===== src/rtl/aes_pkg.sv =====
// rtl/aes_pkg.sv - shared AES MixColumns types, constants and GF(2^8) helper
package aes_pkg;

  typedef enum logic [1:0] {
    IDLE = 2'd0,
    RUN  = 2'd1,
    DONE = 2'd2
  } mc_state_t;

  localparam int NCOL = 4;
  localparam int COL_W = 32;
  localparam logic [7:0] GF_POLY = 8'h1B;

  // Multiply by x in GF(2^8) modulo x^8 + x^4 + x^3 + x + 1
  function automatic logic [7:0] xtime(input logic [7:0] b);
    return {b[6:0], 1'b0} ^ (b[7] ? GF_POLY : 8'h00);
  endfunction

endpackage


===== src/rtl/mix_col_word.sv =====
// rtl/mix_col_word.sv - combinational 32-bit MixColumns column transform
// INV_MIX_EN adds the inv select for InvMixColumns.
import aes_pkg::*;

module mix_col_word (
  input  logic [COL_W-1:0] col,
`ifdef INV_MIX_EN
  input  logic             inv,
`endif
  output logic [COL_W-1:0] res
);

  logic [7:0] b  [4];
  logic [7:0] x2 [4];
`ifdef INV_MIX_EN
  logic [7:0] x4 [4];
  logic [7:0] x8 [4];
`endif

  // Byte 0 sits in the MSB of the column
  always_comb begin
    for (int i = 0; i < 4; i++) begin
      b[i]  = col[31-8*i -: 8];
      x2[i] = xtime(b[i]);
`ifdef INV_MIX_EN
      x4[i] = xtime(x2[i]);
      x8[i] = xtime(x4[i]);
`endif
    end
  end

  for (genvar i = 0; i < 4; i++) begin : g_byte
    localparam int J = (i + 1) % 4;
    localparam int K = (i + 2) % 4;
    localparam int L = (i + 3) % 4;
    logic [7:0] fwd;
    assign fwd = x2[i] ^ x2[J] ^ b[J] ^ b[K] ^ b[L];
`ifdef INV_MIX_EN
    logic [7:0] rev;
    assign rev = (x8[i] ^ x4[i] ^ x2[i]) ^ (x8[J] ^ x2[J] ^ b[J])
               ^ (x8[K] ^ x4[K] ^ b[K]) ^ (x8[L] ^ b[L]);
    assign res[31-8*i -: 8] = inv ? rev : fwd;
`else
    assign res[31-8*i -: 8] = fwd;
`endif
  end

endmodule


===== src/rtl/mix_col_sched.sv =====
// rtl/mix_col_sched.sv - sequences one shared column unit across a 128-bit AES state
// INV_MIX_EN adds the inv input selecting InvMixColumns per state.
import aes_pkg::*;

module mix_col_sched (
  input  logic         clk,
  input  logic         rst_n,
  input  logic         in_valid,
  output logic         in_ready,
  input  logic [127:0] in_state,
`ifdef INV_MIX_EN
  input  logic         inv,
`endif
  input  logic         clear,
  output logic         out_valid,
  input  logic         out_ready,
  output logic [127:0] out_state,
  output logic         busy
);

  mc_state_t        state;
  logic [1:0]       col_cnt;
  logic [127:0]     src_reg;
  logic [127:0]     dst_reg;
  logic [COL_W-1:0] src_col;
  logic [COL_W-1:0] res_col;
`ifdef INV_MIX_EN
  logic             inv_reg;
`endif

  assign in_ready  = (state == IDLE);
  assign out_valid = (state == DONE);
  assign busy      = (state == RUN) || (state == DONE);
  assign out_state = dst_reg;

  always_comb begin
    src_col = '0;
    case (col_cnt)
      2'd0: src_col = src_reg[127:96];
      2'd1: src_col = src_reg[95:64];
      2'd2: src_col = src_reg[63:32];
      2'd3: src_col = src_reg[31:0];
      default: src_col = '0;
    endcase
  end

  mix_col_word u_mix_col_word (
    .col (src_col),
`ifdef INV_MIX_EN
    .inv (inv_reg),
`endif
    .res (res_col)
  );

  // clear aborts without touching dst_reg, so out_state keeps its last value
  always_ff @(posedge clk or negedge rst_n) begin
    if (!rst_n) begin
      state   <= IDLE;
      col_cnt <= '0;
      src_reg <= '0;
      dst_reg <= '0;
`ifdef INV_MIX_EN
      inv_reg <= 1'b0;
`endif
    end else if (clear) begin
      state   <= IDLE;
      col_cnt <= '0;
    end else begin
      case (state)
        IDLE: begin
          if (in_valid) begin
            state   <= RUN;
            src_reg <= in_state;
            col_cnt <= '0;
`ifdef INV_MIX_EN
            inv_reg <= inv;
`endif
          end
        end
        RUN: begin
          case (col_cnt)
            2'd0: dst_reg[127:96] <= res_col;
            2'd1: dst_reg[95:64]  <= res_col;
            2'd2: dst_reg[63:32]  <= res_col;
            2'd3: dst_reg[31:0]   <= res_col;
            default: ;
          endcase
          col_cnt <= col_cnt + 2'd1;
          if (col_cnt == 2'(NCOL - 1)) state <= DONE;
        end
        DONE: begin
          if (out_ready) state <= IDLE;
        end
        default: state <= IDLE;
      endcase
    end
  end

endmodule


===== config.mk =====
export PLATFORM = sky130hd
export DESIGN_NAME = mix_col_sched
export DESIGN_NICKNAME = d
export VERILOG_FILES = /design/src/rtl/aes_pkg.sv /design/src/rtl/mix_col_word.sv /design/src/rtl/mix_col_sched.sv
export SDC_FILE = /design/constraint.sdc
export NUM_CORES = 1
export LEC_CHECK = 0
export ABC_AREA = 1
export CAP_MARGIN = 20
export CORE_MARGIN = 2
export CORE_UTILIZATION = 56
export DETAILED_ROUTE_END_ITERATION = 7
export PLACE_DENSITY = 0.84
export SYNTH_ARGS = -nofsm -noshare
export SYNTH_HDL_FRONTEND = slang
export SYNTH_HIERARCHICAL = 1
export SYNTH_SLANG_ARGS = --single-unit

===== constraint.sdc =====
create_clock -name clk -period 4.46 [get_ports clk]
set_clock_uncertainty 0.15 [all_clocks]
set_input_delay 0.446 -clock clk [delete_from_list [all_inputs] [get_ports clk]]
set_output_delay 0.446 -clock clk [all_outputs]
set_load 0.05 [all_outputs]

==> results.md, run 1 <==
- Post-Syn Area: 0.0126 mm²
- Commonest non-fill, non-tap cell in the layout: nand2_1
- DRT iter0 DRCs: 963
- CP Launch Type: flip-flop
- Switching power: 4.26 mW
- Initial core utilization: 0.574
- Core Box Area: 0.0220 mm²
- RSZ-0062 raised after global routing: no
- Ant. Diodes: 0
- Crit-path most repeated cell: nand2_1
- Final wirelength: 33.7 mm
- Crit path arrival time: 3850 ps
- Syn avg cell area: 8.24 µm²
- Vias: 10900
- Final Setup Violations: 0
- Placed cell count: 2014
- Drt wl/cell: 16.3 µm
- Comb power frac: 0.453
- Ys Warns: 6
- Layout fillers: 1666
- Crit-path cells: inv_1, ha_1, buf_4, nand2_1, a31oi_1, inv_1, nand2_1, nand2_1, xnor2_1, inv_1, nand2_1, nand2_1, inv_1, o21ai_1
- Outcome: finished clean
- Dominant synthesized flop cell: dfrtp_1
- Sw frac: 0.438
- Asr flop ratio synth: 1.00
- Nets@finish: 1905
- DRC violations left: 0
- Final std cells w/o fill: 2063
- Setup tns final: 0 ps
- Vias in the first global route: 10500
- Critical path peak fanout: 16
- PD cells: 606 mW/mm²
- Pint: 5.47 mW
- Slew Limit Fails: 0
- Storage element area: 0.00651 mm²
- Global Route Usage Sum: 0.282
- Worst hold path class: in2reg
- Vias per std cell: 5.28
- Die Y-Extent: 154 µm
- Global-route wire length before repair: 54.0 mm
- Post-CTS setup buffers: 0
- Seq pwr share: 0.332
- GP Congestion: 0.964
- Die width: 154 µm
- Crit. End Element: flip-flop
- Worst rel slew slack: 0.250
- Final core utilization: 0.729
- Clock share of power: 0.216
- Num CTS Buffers: 26
- Final Hold Viols: 0
- Crit path max-delay cell type: a31oi_1
- Ratio of final minimum period to clock period: 0.812
- Pin count of the biggest net entering global routing: 129
- FMAX: 276 MHz
- Routed Antenna Nets: 0
- CTS tree: yes
- H-tree levels: 1
- Commonest cells after routing, fill and taps aside: nand2_1, clkdlybuf4s50_1, dfrtp_1, inv_1, o21ai_1
- Max IR drop VDD: 0.340 mV
- TritonCTS sink count: 260
- Clk slew on worst S/H paths: 60 ps
- CP required: 4690 ps
- DP HPWL: 24.7 mm
- Clk buf depth: 3
- Maxcap violations: 0
- First-pass DRT Iterations: 5
- CP max stage delay: 630 ps
- Footprint of the multi-input gates: 0.00472 mm²
- Tmin final: 3620 ps
- Row cnt: 54
- Worst skew pair latency: 530 ps
- GRT Residual Overflow: 0
- WS Path Type: reg2reg
- EDFF count, synth: 0
- PortBufs: 263
- Register area share after synthesis: 0.514
- #FFs+latches synth: 260
- Synth cell types: 31
- CP delay by family, top: buffers and inverters
- Die area: 0.0238 mm²
- Ports: 264
- P&R area growth vs syn: 26.9%
- Lkg Pwr: 8.08 nW
- Mapped Cells: 1535
- Initial antenna violation count: 0
- Worst Path Buf+Inv: 5
- Synthesized net count: 1677
- Worst slew pin tran: 1120 ps
- Clk root buf: clkbuf_16
- Share of post-route cells with drive strength above 1: 0.0595
==> worst paths after layout <==
check,startpoint,end,slack [ps],cells after the start
setup / recovery,col_cnt[0],out_state[97],840,14
hold / removal,in_state[4],src_reg[4],310,3
setup reg to reg,col_cnt[0],out_state[97],840,14
hold reg to reg,src_reg[31],src_reg[31],340,2
max in group asynchronous,rst_n,out_state[53],2680,3
min in group asynchronous,rst_n,out_state[102],360,2
==> worst min-delay path: stages <==
cell,delay [ps]
clkdlybuf4s50_1,390
inv_1,50
o21ai_1,60
==> metrics by stage <==
step / cell area, µm² / power, mW / setup WS (ps) / hold slack, ps
5_1_grt: 16000 / 10.3 / 559 / 328
2_1_floorplan: 12600 / 6.16 / 1860 / 0.409
4_1_cts: 16000 / 9.73 / 872 / 304
3_5_place_dp: 15200 / 7.62 / 925 / 317
3_3_place_gp: 15200 / 7.50 / 992 / 314
6_report: 16000 / 9.73 / 840 / 311
==> power groups by stage <==
stage	sequential (mW)	clock (mW)	combinational, mW
4_1_cts	3.22	2.11	4.40
6_report	3.23	2.10	4.40
3_3_place_gp	3.23	0	4.27
2_1_floorplan	4.21	0	1.95
5_1_grt	3.28	2.21	4.77
3_5_place_dp	3.25	0	4.38
==> logic make-up after synthesis <==
logic type | count (synthesis) | share of synthesized area
XOR/XNOR | 61 | 0.0428
AO/OA/AOI/OAI | 324 | 0.143
AND/OR/NAND/NOR | 576 | 0.178
buffers and inverters | 305 | 0.113
adder cells (fa/ha/maj) | 9 | 0.00890
flip-flops | 260 | 0.514
==> routing by layer <==
layer	up-vias	share of wire	routed length, µm	GRT usage
li1	5225	-	-	-
met3	58	0.065	2190	0.0339
met2	456	0.49	16500	0.479
met4	0	0.025	845	0.0750
met1	5144	0.42	14200	0.389
met5	-	0	0	0
==> repair_timing <==
| item | in CTS | in global routing |
|---|---|---|
| hold buffers | 1 | 0 |
| resized for setup | 0 | 0 |
| hold endpoints to repair | 94 | 0 |
==> area by class of cell <==
cell class                 instances  area share
inverter                         226      0.0529
tap                              280      0.0218
clock buffer                      42      0.0494
timing repair buffer             279       0.174
clock inverter                     6     0.00187
multi-input combinational        970       0.294
sequential                       260       0.405
==> cell usage after synthesis, types with 2 or more instances <==
master    instances  area share
o21ai_0         107       0.042
clkbuf_4          2      0.0012
nand2_4           4      0.0036
nand2_2           2     0.00099
buf_1             2     0.00059
xnor2_1          22       0.015
buf_4            15      0.0089
nand4_1           2     0.00099
nand3_1          22      0.0087
ha_1              9      0.0089
a31oi_1          32       0.016
nand2_1         499        0.15
buf_2            24      0.0095
inv_2             2     0.00059
a21oi_1          33       0.013
nor2_1           41       0.012
o21ai_1         113       0.045
buf_6            25       0.022
or2_2             2     0.00099
xor2_1           38       0.026
o21ai_2          38       0.026
inv_1           224       0.066
dfrtp_1         260        0.51
clkbuf_1         10      0.0030
No activity file was read; power rests on OpenSTA's default activity.
==> inputs of run 2 (changes only) <==
CORE_UTILIZATION = 52   (was 56)
PLACE_DENSITY = 0.79   (was 0.84)
clock period = 3.64 ns   (was 4.46 ns; I/O delays follow)
==> run 2 against run 1 <==
Compared with the run above:
- sequential power grew 22%
- die area grew 7.5%
- first-iteration DRC count shrank 9.2%
- largest cell class unchanged
- final cell count grew 2.9%
- largest power group unchanged
- combinational power grew 24%
- worst setup slack lost 310 ps
==> results.md, run 2 (same netlist as run 1, synthesis figures left out) <==
- Final Setup Violations: 0
- Global-route wire length before repair: 53.6 mm
- Post-CTS Resized: 0
- Clk buf depth: 3
- Clk slew on worst S/H paths: 60 ps
- Worst skew pair latency: 530 ps
- Hold endpoint: src_reg[21]
- Post-CTS setup buffers: 0
- Routed Antenna Nets: 0
- Nets@finish: 1924
- Vias in the first global route: 10300
- First-pass DRT Iterations: 5
- DRT iter0 DRCs: 874
- Die Y-Extent: 160 µm
- CTS tree: yes
- P&R area growth vs syn: 29.0%
- Layout fillers: 2005
- Storage element area: 0.00651 mm²
- Tmin final: 3110 ps
- TritonCTS sink count: 260
- Hold Startpoint: in_state[21]
- Die area: 0.0256 mm²
- Global Route Usage Sum: 0.258
- Final wirelength: 33.1 mm
- Worst Hold Path Cells: 3
- Drt wl/cell: 15.6 µm
- Setup WS pre-CTS: 553 ps
- Ports: 264
- FMAX: 322 MHz
- Ant. Diodes: 0
- CP required: 3870 ps
- Lkg Pwr: 8.20 nW
- Num CTS Buffers: 26
- GRT Residual Overflow: 0
- DRC violations left: 0
- Final std cells w/o fill: 2123
- Row cnt: 57
- Commonest non-fill, non-tap cell in the layout: nand2_1
- Final core utilization: 0.677
- Outcome: finished clean
- Setup WS post-layout: 531 ps
- Worst slew pin tran: 807 ps
- Footprint of the multi-input gates: 0.00472 mm²
- Slew Limit Fails: 0
- Initial core utilization: 0.525
- GP Congestion: 0.948
- Max IR drop VDD: 0.395 mV
- Vias: 10700
- FF-to-FF Start: col_cnt[0]
- FF-to-FF path depth: 13
- Share of post-route cells with drive strength above 1: 0.0706
- PD cells: 741 mW/mm²
- Pin count of the biggest net entering global routing: 153
- CP Launch Type: flip-flop
- Crit path arrival time: 3330 ps
- Core Box Area: 0.0241 mm²
- Die width: 160 µm
- Setup tns final: 0 ps
- Commonest cells after routing, fill and taps aside: nand2_1, clkdlybuf4s50_1, dfrtp_1, inv_1, o21ai_1
- Flop-to-flop setup slack: 530 ps
- Hold_buf cts: 1
- Maxcap violations: 0
- Worst rel slew slack: 0.462
- Crit. End Element: flip-flop
- H-tree levels: 1
- PortBufs: 263
- Final Hold Viols: 0
- DP HPWL: 24.3 mm
- WS Path Type: reg2reg
- Critical path peak fanout: 33
- Placed cell count: 2077
- Initial antenna violation count: 0
- Vias per std cell: 5.06
- RR Endpoint: out_state[100]
- Worst hold path class: in2reg
- Clk root buf: clkbuf_16
- RSZ-0062 raised after global routing: no
- Ratio of final minimum period to clock period: 0.854
## run 2: cell types whose count changed in the layout (fill, tap and decap cells not counted)
cell | before | now
bufinv_16 | 0 | 2
clkbuf_8 | 6 | 5
clkinv_4 | 0 | 2
buf_12 | 3 | 5
clkbuf_1 | 9 | 4
clkinv_2 | 6 | 4
buf_4 | 12 | 29
clkinvlp_4 | 0 | 1
## run 2: worst max path at each step
stage	startpoint	to	slack, ps
finish	col_cnt[0]	out_state[100]	530
CTS	col_cnt[0]	out_state[100]	530
global placement	col_cnt[0]	out_state[100]	710
global route	col_cnt[1]	out_state[100]	290
detailed placement	col_cnt[0]	out_state[100]	550
floorplan	col_cnt[0]	out_state[1]	1040
## run 2: area by class of cell
cell class,count,share of cell area
clock buffers,36,0.0466
repair buffers,298,0.182
multi-input cells,970,0.289
inverters,226,0.0520
clock inverters,9,0.00644
flip-flops and latches,260,0.399
well taps,324,0.0249
## run 2: layer usage
| layer | global-route usage | vias to the layer above | share of wire |
|---|---|---|---|
| met4 | 0.0717 | 0 | 0.025 |
| met5 | 0 | - | 0 |
| li1 | - | 5257 | - |
| met3 | 0.0353 | 56 | 0.069 |
| met2 | 0.421 | 400 | 0.47 |
| met1 | 0.366 | 5033 | 0.44 |
## run 2: power breakdown
part           internal [mW]  switching (mW)  total, mW  leakage, nW
Clock                   1.59            1.10       2.69        0.426
Combinational           1.76            3.70       5.46         4.42
Sequential              3.53           0.398       3.93         3.36
Total                   6.89            5.20       12.1         8.20
## run 2: worst max-delay path, stage by stage (launching register included)
cell and delay [ps]:
dfrtp_1 430, inv_1 130, ha_1 190, buf_4 370
a21oi_1 100, a31oi_1 610, nand2_1 110, nand2_1 210
xor2_1 210, inv_1 60, nand2_1 50, nand2_1 70
inv_1 160, o21ai_1 100
## run 2: stage by stage
step	power (mW)	hold slack, ps	area, µm²
2_1_floorplan	7.55	-81.6	12600
3_3_place_gp	9.29	307	15400
3_5_place_dp	9.42	303	15400
4_1_cts	12.1	211	16300
5_1_grt	12.8	238	16300
6_report	12.1	226	16300
